## src/rtl/xadc_drp_pkg.sv

```systemverilog
// Shared DRP address map, reset values and state encodings
// for the XADC DRP responder and its initiators.
package xadc_drp_pkg;

  localparam logic [6:0] VAUXP0_ADDR = 7'h10;
  localparam logic [6:0] VAUXP1_ADDR = 7'h11;
  localparam logic [6:0] VAUXP2_ADDR = 7'h12;
  localparam logic [6:0] VAUXP3_ADDR = 7'h13;

  localparam logic [6:0] CFG0_ADDR = 7'h40;
  localparam logic [6:0] CFG1_ADDR = 7'h41;
  localparam logic [6:0] CFG2_ADDR = 7'h42;

  localparam logic [15:0] CFG0_RST = 16'h0000;
  localparam logic [15:0] CFG1_RST = 16'h1000;
  localparam logic [15:0] CFG2_RST = 16'h0400;

  localparam int SEQ_EN_BIT = 12;

  typedef enum logic [1:0] {
    DRP_IDLE,
    DRP_WAIT,
    DRP_RESP
  } drp_state_t;

  typedef enum logic [1:0] {
    SEQ_IDLE,
    SEQ_CONV,
    SEQ_GAP
  } seq_state_t;

  function automatic logic [15:0] status_word(
    input logic [11:0] s
  );
    return {s, 4'h0};
  endfunction

endpackage

```

## src/rtl/xadc_conv_sequencer.sv

```systemverilog
// Continuous aux-channel conversion sequencer: CONV/GAP
// loop, channel counter, BUSY/EOC/EOS and result strobe.
module xadc_conv_sequencer
  import xadc_drp_pkg::*;
#(
  parameter int CONV_CYCLES = 26,
  parameter int NUM_CH      = 4
) (
  input  logic       clk,
  input  logic       rst,
  input  logic       seq_en_i,
  output logic       busy_o,
  output logic       eoc_o,
  output logic       eos_o,
  output logic [4:0] channel_o,
  output logic       wr_en_o,
  output logic [1:0] wr_idx_o
);

  localparam int CW = $clog2(CONV_CYCLES);
  localparam logic [CW-1:0] CNT_LAST = CW'(CONV_CYCLES - 1);
  localparam logic [1:0] CH_LAST = 2'(NUM_CH - 1);

  seq_state_t      st_q, st_d;
  logic [CW-1:0]   cnt_q, cnt_d;
  logic [1:0]      ch_q, ch_d;
  logic [1:0]      last_q, last_d;
  logic            done;

  always_ff @(posedge clk) begin
    if (rst) begin
      st_q   <= SEQ_IDLE;
      cnt_q  <= '0;
      ch_q   <= '0;
      last_q <= '0;
    end else begin
      st_q   <= st_d;
      cnt_q  <= cnt_d;
      ch_q   <= ch_d;
      last_q <= last_d;
    end
  end

  // seq_en is the registered CFG1 bit, so a conversion ending
  // in the same cycle as a CFG1 write still completes.
  always_comb begin
    st_d   = st_q;
    cnt_d  = cnt_q;
    ch_d   = ch_q;
    last_d = last_q;
    done   = 1'b0;
    if (!seq_en_i) begin
      st_d  = SEQ_IDLE;
      cnt_d = '0;
      ch_d  = '0;
    end else begin
      unique case (st_q)
        SEQ_IDLE: begin
          st_d  = SEQ_CONV;
          cnt_d = CNT_LAST;
          ch_d  = '0;
        end
        SEQ_CONV: begin
          if (cnt_q == '0) begin
            done   = 1'b1;
            last_d = ch_q;
            st_d   = SEQ_GAP;
            ch_d   = (ch_q == CH_LAST) ? 2'd0
                                       : ch_q + 2'd1;
          end else begin
            cnt_d = cnt_q - 1'b1;
          end
        end
        SEQ_GAP: begin
          st_d  = SEQ_CONV;
          cnt_d = CNT_LAST;
        end
        default: st_d = SEQ_IDLE;
      endcase
    end
  end

  assign busy_o    = (st_q == SEQ_CONV) && seq_en_i;
  assign eoc_o     = done;
  assign eos_o     = done && (ch_q == CH_LAST);
  assign channel_o = {3'b000, done ? ch_q : last_q};
  assign wr_en_o   = done;
  assign wr_idx_o  = ch_q;

endmodule

```

## src/rtl/xadc_drp_responder.sv

```systemverilog
// XADC DRP slave emulation: DRP handshake FSM, status and
// config register file, and the aux conversion sequencer.
module xadc_drp_responder
  import xadc_drp_pkg::*;
#(
  parameter int DRP_LATENCY = 4,
  parameter int CONV_CYCLES = 26,
  parameter int NUM_CH      = 4
) (
  input  logic        clk,
  input  logic        rst,
  input  logic [6:0]  DADDR,
  input  logic        DEN,
  input  logic        DWE,
  input  logic [15:0] DI,
  output logic [15:0] DO,
  output logic        DRDY,
  output logic        BUSY,
  output logic        EOC,
  output logic        EOS,
  output logic [4:0]  CHANNEL,
  output logic        DRP_ERR,
  input  logic [11:0] AUX_IN0,
  input  logic [11:0] AUX_IN1,
  input  logic [11:0] AUX_IN2,
  input  logic [11:0] AUX_IN3
);

  localparam logic [3:0] LAT_INIT = 4'(DRP_LATENCY - 1);

  drp_state_t  st_q, st_d;
  logic [3:0]  lat_q, lat_d;
  logic [6:0]  addr_q, addr_d;
  logic        we_q, we_d;
  logic [15:0] wd_q, wd_d;
  logic [15:0] do_q, do_d;
  logic        err_q, err_d;
  logic [15:0] cfg0_q, cfg0_d;
  logic [15:0] cfg1_q, cfg1_d;
  logic [15:0] cfg2_q, cfg2_d;
  logic [11:0] res_q [4];
  logic [11:0] res_d [4];

  logic        resp;
  logic [15:0] rdata;
  logic [11:0] aux [4];
  logic        wr_en;
  logic [1:0]  wr_idx;

  xadc_conv_sequencer #(
    .CONV_CYCLES (CONV_CYCLES),
    .NUM_CH      (NUM_CH)
  ) u_seq (
    .clk       (clk),
    .rst       (rst),
    .seq_en_i  (cfg1_q[SEQ_EN_BIT]),
    .busy_o    (BUSY),
    .eoc_o     (EOC),
    .eos_o     (EOS),
    .channel_o (CHANNEL),
    .wr_en_o   (wr_en),
    .wr_idx_o  (wr_idx)
  );

  assign aux[0] = AUX_IN0;
  assign aux[1] = AUX_IN1;
  assign aux[2] = AUX_IN2;
  assign aux[3] = AUX_IN3;

  always_ff @(posedge clk) begin
    if (rst) begin
      st_q   <= DRP_IDLE;
      lat_q  <= '0;
      addr_q <= '0;
      we_q   <= 1'b0;
      wd_q   <= '0;
      do_q   <= '0;
      err_q  <= 1'b0;
      cfg0_q <= CFG0_RST;
      cfg1_q <= CFG1_RST;
      cfg2_q <= CFG2_RST;
      for (int i = 0; i < 4; i++) res_q[i] <= '0;
    end else begin
      st_q   <= st_d;
      lat_q  <= lat_d;
      addr_q <= addr_d;
      we_q   <= we_d;
      wd_q   <= wd_d;
      do_q   <= do_d;
      err_q  <= err_d;
      cfg0_q <= cfg0_d;
      cfg1_q <= cfg1_d;
      cfg2_q <= cfg2_d;
      for (int i = 0; i < 4; i++) res_q[i] <= res_d[i];
    end
  end

  always_comb begin
    st_d   = st_q;
    lat_d  = lat_q;
    addr_d = addr_q;
    we_d   = we_q;
    wd_d   = wd_q;
    err_d  = err_q | (DEN && (st_q != DRP_IDLE));
    unique case (st_q)
      DRP_IDLE: begin
        if (DEN) begin
          addr_d = DADDR;
          we_d   = DWE;
          wd_d   = DI;
          lat_d  = LAT_INIT;
          st_d   = (DRP_LATENCY == 1) ? DRP_RESP
                                      : DRP_WAIT;
        end
      end
      DRP_WAIT: begin
        lat_d = lat_q - 4'd1;
        if (lat_q == 4'd1) st_d = DRP_RESP;
      end
      DRP_RESP: st_d = DRP_IDLE;
      default:  st_d = DRP_IDLE;
    endcase
  end

  assign resp = (st_q == DRP_RESP);

  always_comb begin
    rdata = '0;
    unique case (1'b1)
      addr_q == VAUXP0_ADDR:
        rdata = status_word(res_q[0]);
      addr_q == VAUXP1_ADDR:
        if (NUM_CH > 1) rdata = status_word(res_q[1]);
      addr_q == VAUXP2_ADDR:
        if (NUM_CH > 2) rdata = status_word(res_q[2]);
      addr_q == VAUXP3_ADDR:
        if (NUM_CH > 3) rdata = status_word(res_q[3]);
      addr_q == CFG0_ADDR: rdata = cfg0_q;
      addr_q == CFG1_ADDR: rdata = cfg1_q;
      addr_q == CFG2_ADDR: rdata = cfg2_q;
      default: rdata = '0;
    endcase
  end

  // Status registers are read-only; only CFG takes writes.
  always_comb begin
    cfg0_d = cfg0_q;
    cfg1_d = cfg1_q;
    cfg2_d = cfg2_q;
    if (resp && we_q) begin
      unique case (1'b1)
        addr_q == CFG0_ADDR: cfg0_d = wd_q;
        addr_q == CFG1_ADDR: cfg1_d = wd_q;
        addr_q == CFG2_ADDR: cfg2_d = wd_q;
        default: ;
      endcase
    end
  end

  always_comb begin
    for (int i = 0; i < 4; i++) res_d[i] = res_q[i];
    if (wr_en) res_d[wr_idx] = aux[wr_idx];
  end

  // Read data is live during RESP, then held until next read.
  assign do_d    = (resp && !we_q) ? rdata : do_q;
  assign DO      = do_d;
  assign DRDY    = resp;
  assign DRP_ERR = err_q;

endmodule

```

## config.mk

```make
export PLATFORM = sky130hd
export DESIGN_NAME = xadc_drp_responder
export DESIGN_NICKNAME = d
export VERILOG_FILES = /design/src/rtl/xadc_drp_pkg.sv /design/src/rtl/xadc_conv_sequencer.sv /design/src/rtl/xadc_drp_responder.sv
export SDC_FILE = /design/constraint.sdc
export NUM_CORES = 1
export LEC_CHECK = 0
export CAP_MARGIN = 25
export CORE_MARGIN = 2
export CORE_UTILIZATION = 49
export CTS_CLUSTER_DIAMETER = 120
export DETAILED_ROUTE_END_ITERATION = 10
export PLACE_DENSITY = 0.76
export SETUP_SLACK_MARGIN = 0.02
export SLEW_MARGIN = 20
export SYNTH_ARGS = -nofsm -noshare
export SYNTH_HDL_FRONTEND = slang
export SYNTH_SLANG_ARGS = --single-unit
```

## constraint.sdc

```tcl
create_clock -name clk -period 1.88 [get_ports clk]
set_input_delay 0.376 -clock clk [delete_from_list [all_inputs] [get_ports clk]]
set_output_delay 0.376 -clock clk [all_outputs]
set_load 0.02 [all_outputs]
```

; ---- Word level (Yosys, flattened, before mapping)
; Memory sizes are Yosys's and may differ from the RTL's.
; Index checks and enable logic that the tools add are counted.
[classes]
eq_ne = 17
n_reduce_logical = 25
add_sub_neg = 3
order_cmp = 2
mux = 32
bitwise_logic = 7
[ops]
columns = op, count
row1 = one-hot mux 16 bit (7 select lines), 1
row2 = 2-to-1 mux 12 bit, 7
row3 = bitwise mux 48 bit, 1
row4 = 2-to-1 mux 48 bit, 1
row5 = "equality test 7 x 5 -> 1 bit, second input constant", 4
row6 = binary-select mux 12 bit (select 2 bit), 1
row7 = demux 12 bit (select 2 bit), 1
row8 = "equality test 7 bit, second input constant", 3
row9 = 2-to-1 mux 16 bit, 1
row10 = AND reduction 2 bit, 8
row11 = 2-to-1 mux 2 bit, 6
row12 = one-hot mux 2 bit (2 select lines), 3
row13 = one-hot mux 5 bit (2 select lines), 1
row14 = one-hot mux 4 bit (2 select lines), 1
row15 = nonzero test 2 bit, 4
row16 = "equality test 2 bit, second input constant", 3
row17 = logical AND 1 bit, 6
row18 = 2-to-1 mux 1 bit, 6
row19 = "inequality test 2 bit, second input constant", 3
row20 = logical NOT 5 bit, 1
row21 = 2-to-1 mux 5 bit, 1
row22 = OR 1 bit, 5
row23 = "subtractor 5 x 1 -> 5 bit, second input constant", 1
row24 = "equality test 2 x 1 -> 1 bit, second input constant", 2
row25 = other kinds (13), 15
[totals]
n_memories = 1
ram_bits = 48
out_inout_bits = 26
input_bits = 75
regBits = 106
wordCells = 101
[memory_table]
columns = memory, depth, word_bits, rd, rd_clocked_by_memory_dff, write_ports, line
row1 = res_q, 4, 12, 4, 0, 4, xadc_drp_responder.sv:41  ; logic [11:0] res_q [4];

; ---- Depth between registers and ports, before layout
[logic_depth]
ltp_word = 8
ltp_mapped = 10
depth_no_buf = 7

; ---- Cells and area by module
; From an unflattened synthesis, not the netlist that was laid out.
[hier_totals]
hier_cells = 820
hier_area_um2 = 6936.7
[modules_own_cells]
columns = mod, area_per_inst_um2, instances, cells_each
row1 = xadc_drp_responder, 6328.6, 1, 751
row2 = xadc_conv_sequencer, 608.1, 1, 69

; ---- Worst setup path after synthesis
; OpenSTA, ideal clock, no wires.
[synth_path]
path_kind = reg2out
start = register addr_q[0]
end = output port DO[11]
path_slack_ns = -0.436
path_buffers = 2
path_stages_with_launch = 8
arrival_time_ns = 1.940
cell_sequence = dfxtp_1 -> buf_4 -> or4b_1 -> nor3_2 -> buf_4 -> a221o_1 -> a221oi_1 -> o21ai_0
[synth_via]
elab_chain_cells = 3
word_cells_on_any_way = 9
[synth_lines]
columns = item, line
row1 = from (decl), xadc_drp_responder.sv:33  ; logic [6:0] addr_q, addr_d;
row2 = from (signal assigned), xadc_drp_responder.sv:86  ; addr_q <= addr_d;
row3 = equality test 7 bit (tied with other cells), xadc_drp_responder.sv:140  ; addr_q == CFG2_ADDR: rdata = cfg2_q;
row4 = one-hot mux 16 bit (7 select lines) *, xadc_drp_responder.sv:129  ; unique case (1'b1)
row5 = 2-to-1 mux 16 bit *, xadc_drp_responder.sv:166  ; assign do_d = (resp && !we_q) ? rdata : do_q;
row6 = to (decl), xadc_drp_responder.sv:16  ; output logic [15:0] DO,
; Every way passes the cells marked *; elsewhere a longest branch is shown, timed or not.

; ---- Worst setup path in the final report
[layout_path]
start = register addr_q[3]
end = output port DO[8]
; The elaborated chain is that of the path after synthesis.

==> metrics <==
max-cap violation count=0; routability cong.=0.9520; setup repair after global routing missed its margin=yes; clk sinks=approximately 150; post-synthesis cell type count=54; worst min path class=primary input to flop; number of DRC violations after detailed-routing iteration 0=735; H-tree lvl count=4; total global routing track utilization=27.23%; adder-cell share of the synthesized area=1.280%; pin slew with the least headroom to its limit=0.6326 ns; Port-buffer cells=97; arrival time of data at the critical path endpoint=roughly 2.3 ns; total of flip-flops plus latches after synthesis=approximately 150; number of antenna violations at the first check in global routing=0; Slowest-stage cell, CP=sky130_fd_sc_hd__or4b_4; share of final-layout standard cells stronger than drive strength 1=about 30%; share of the core filled with cells in the final layout=roughly three quarters; simple-gate area share of the yosys netlist=a little over a fifth; deepest clock path buffer count=2; share of the synthesized area in the top cell type=45.06%; area enclosed by the die boundary=14920 um2; max-slew violation count=0; Final Cycle Share=140.5%; worst reg2reg setup slack=-0.29 ns; post-synthesis compound-gate area fraction=roughly 16%; launching element of the worst setup path=addr_q[3]; violations in the final reports=negative setup slack; post-layout net count=1076; CTS Buf Count=17; number of endpoints failing setup at the final stage=92; most frequent cells after synthesis=210 x sky130_fd_sc_hd__nand2_1, 154 x sky130_fd_sc_hd__dfxtp_1, 106 x sky130_fd_sc_hd__a21oi_1, 44 x sky130_fd_sc_hd__nor2_1, 41 x sky130_fd_sc_hd__mux2i_1; Final HPWL DP=13500 um; r2r worst-path depth=9; Starting Density=49.67%; largest vdd supply drop=about 0.00074 V; start-to-end type of the worst setup path=flop to primary output; site row count=43; filler-free cell count of the finished design=1187; Die Y-Extent=122.2 um; placeable core region=between 10000 and 15000 um2; Fin. Hold Viols=0; die outline width=approximately 120 um; average cell area after synthesis=8.384 um2; Avg WL per Cell=~18 um; antenna viol nets, final=0; CP max FO=5; final setup margin=-0.7614 ns; area used by multi-input combinational logic=4035 um2; count leader, synth=sky130_fd_sc_hd__nand2_1; remaining design rule violation count=0; sum of overflow across all layers after global routing=0; outcome=complete, but fails checks; number of primary I/O pins=about 100; combinational family with the most area after synthesis=simple AND/OR/NAND/NOR gates; pin count of the biggest net entering global routing=49; final clock skew=0.007525 ns; reported leakage power=0.003889 uW; vias=6661; power density relative to cell area=797.0 nW/um2; number of fillers in the final layout=937; number of search-and-repair iterations in the first detailed-routing pass=8; top cells by area, synth=sky130_fd_sc_hd__dfxtp_1 45%, sky130_fd_sc_hd__nand2_1 12%, sky130_fd_sc_hd__a21oi_1 7.8%; clock slew seen by the registers of the worst setup and hold paths=roughly 0.060 ns; share of cell area taken by muxes after synthesis=between 10% and 20%; number of cells produced by synthesis=816; clock tree from TritonCTS=built; instance count after placement with tap cells included=1122; global-route wire length before repair=around 31000 um; worst path cell trace=or4b_4, nor3_4, buf_6, buf_8, a211oi_4, o21ai_4, buf_6; number of vias per cell=5.612; most frequently used flop master after synthesis=sky130_fd_sc_hd__dfxtp_1; master cell of the clock root buffer=sky130_fd_sc_hd__clkbuf_16; post-route worst hold slack=0.4269 ns; final WL=21280 um; Data required, critical path=1.50 ns; RR Startpoint=addr_q[3]; Post-synth ARST share=0%; worst stage delay on the critical path=0.56 ns; most used cell, CP=sky130_fd_sc_hd__buf_6; count of yosys warnings during synthesis=0; Worst-Skew Late Latency=0.43 ns; clock period minus final worst setup slack=2.641 ns; Post-synth EDFFs=0; element type at the critical path start=flop; layout-stage area growth over the synthesis result=48.77%; kind of end point of the critical path=primary output; sequential cell area fraction in the yosys report=45.06%; relative slew slack=57.74%; number of diodes added for antenna fixing=0; critical path capture point=DO[8]; post-synth top area cell=sky130_fd_sc_hd__dfxtp_1; via count of the first global-routing pass=approximately 6200; fmax=378.6 MHz; worst slack at placement=-0.8094 ns; end of the worst register-to-register path=cfg1_q[7]; total area of sequential cells=just over 3000 um2; xor-xnor portion of the synthesized cell area=0.2560%; summed instance area of the synthesized netlist=6842 um2
-- power by group --
part	switching, uW	internal, uW
registers	79.8	3350
logic	532	599
clock network	1340	2210
-- logic make-up after synthesis --
kind of cell / count (synthesis)
AND/OR/NAND/NOR: 334
buffers and inverters: 72
XOR/XNOR: 2
other: 1
multiplexers: 58
adder cells (fa/ha/maj): 7
AO/OA/AOI/OAI: 188
flip-flops: 154
-- cell type report --
type / instances / share of cell area, %
inverters: 10 / 0.3934
flip-flops and latches: 154 / 30.42
multi-input cells: 593 / 39.64
repair buffers: 218 / 21.34
clock buffers: 19 / 4.253
well taps: 180 / 2.213
clock inverters: 13 / 1.733
-- how the worst min path moves through the flow --
stage / start / end / cells after the start
2_1_floorplan: do_q[1] / do_q[1] / 2
3_3_place_gp: do_q[4] / do_q[4] / 2
3_5_place_dp: DRP_ERR / DRP_ERR / 2
4_1_cts: rst / do_q[9] / 3
5_1_grt: rst / do_q[9] / 3
6_report: rst / do_q[9] / 3
-- flip-flops by register name, indices dropped and copies added, names as in the netlist --
| name | flops |
|---|---|
| cfg0_q | 16 |
| u_seq.cnt_q | 5 |
| cfg2_q | 16 |
| lat_q | 4 |
| do_q | 16 |
| wd_q | 16 |
| res_q | 48 |
| DRP_ERR | 1 |
| cfg1_q | 16 |
| addr_q | 7 |
| u_seq.wr_idx_o | 2 |
| st_q | 2 |
| u_seq.st_q | 2 |
| we_q | 1 |
| u_seq.last_q | 2 |
-- worst max-delay path, delay by kind of cell (launching register included) --
kind / cells / cell delay, ns
flops: 1 / 0.33
buf+inv: 3 / 0.43
simple gates: 2 / 0.86
compound gates: 2 / 0.23
-- routing by layer --
metal,GRT usage [%],up-vias,wire (um)
met2,45.57,297,10380
met5,0,-,0
met3,5.290,62,1533
met1,34.16,3133,8512
li1,-,3169,-
met4,11.93,0,845
-- metrics by stage --
step | total power (uW) | setup TNS, ns | instance area (um2)
floorplan | 4024 | -1.339 | 7184
global placement | 4414 | -21.18 | 8733
detailed placement | 4431 | -23.92 | 8733
CTS | 8021 | -17.42 | 9818
global route | 8362 | -29.30 | 10180
finish | 8113 | -21.94 | 10180
-- placed cells by master (no fill, tap or decap), drive strengths merged, types with 7 or more instances in the layout --
| master | count |
|---|---|
| mux2i | 41 |
| dfxtp | 154 |
| nor2 | 44 |
| clkbuf | 20 |
| a21oi | 106 |
| ha | 7 |
| nor2b | 9 |
| a22o | 9 |
| inv | 10 |
| nand3 | 27 |
| nand2 | 211 |
| a22oi | 14 |
| o21ai | 30 |
| nor3 | 9 |
| a211oi | 7 |
| buf | 141 |
| clkdlybuf4s50 | 74 |
| mux4 | 12 |
-- what timing repair did --
action	CTS	global route
gates cloned	4	4
setup endpoints to repair	115	125
resized for setup	191	60
pin swaps	30	17
buffers inserted	18	14
hold buffers	0	0
(Power assumes the default switching activity.)
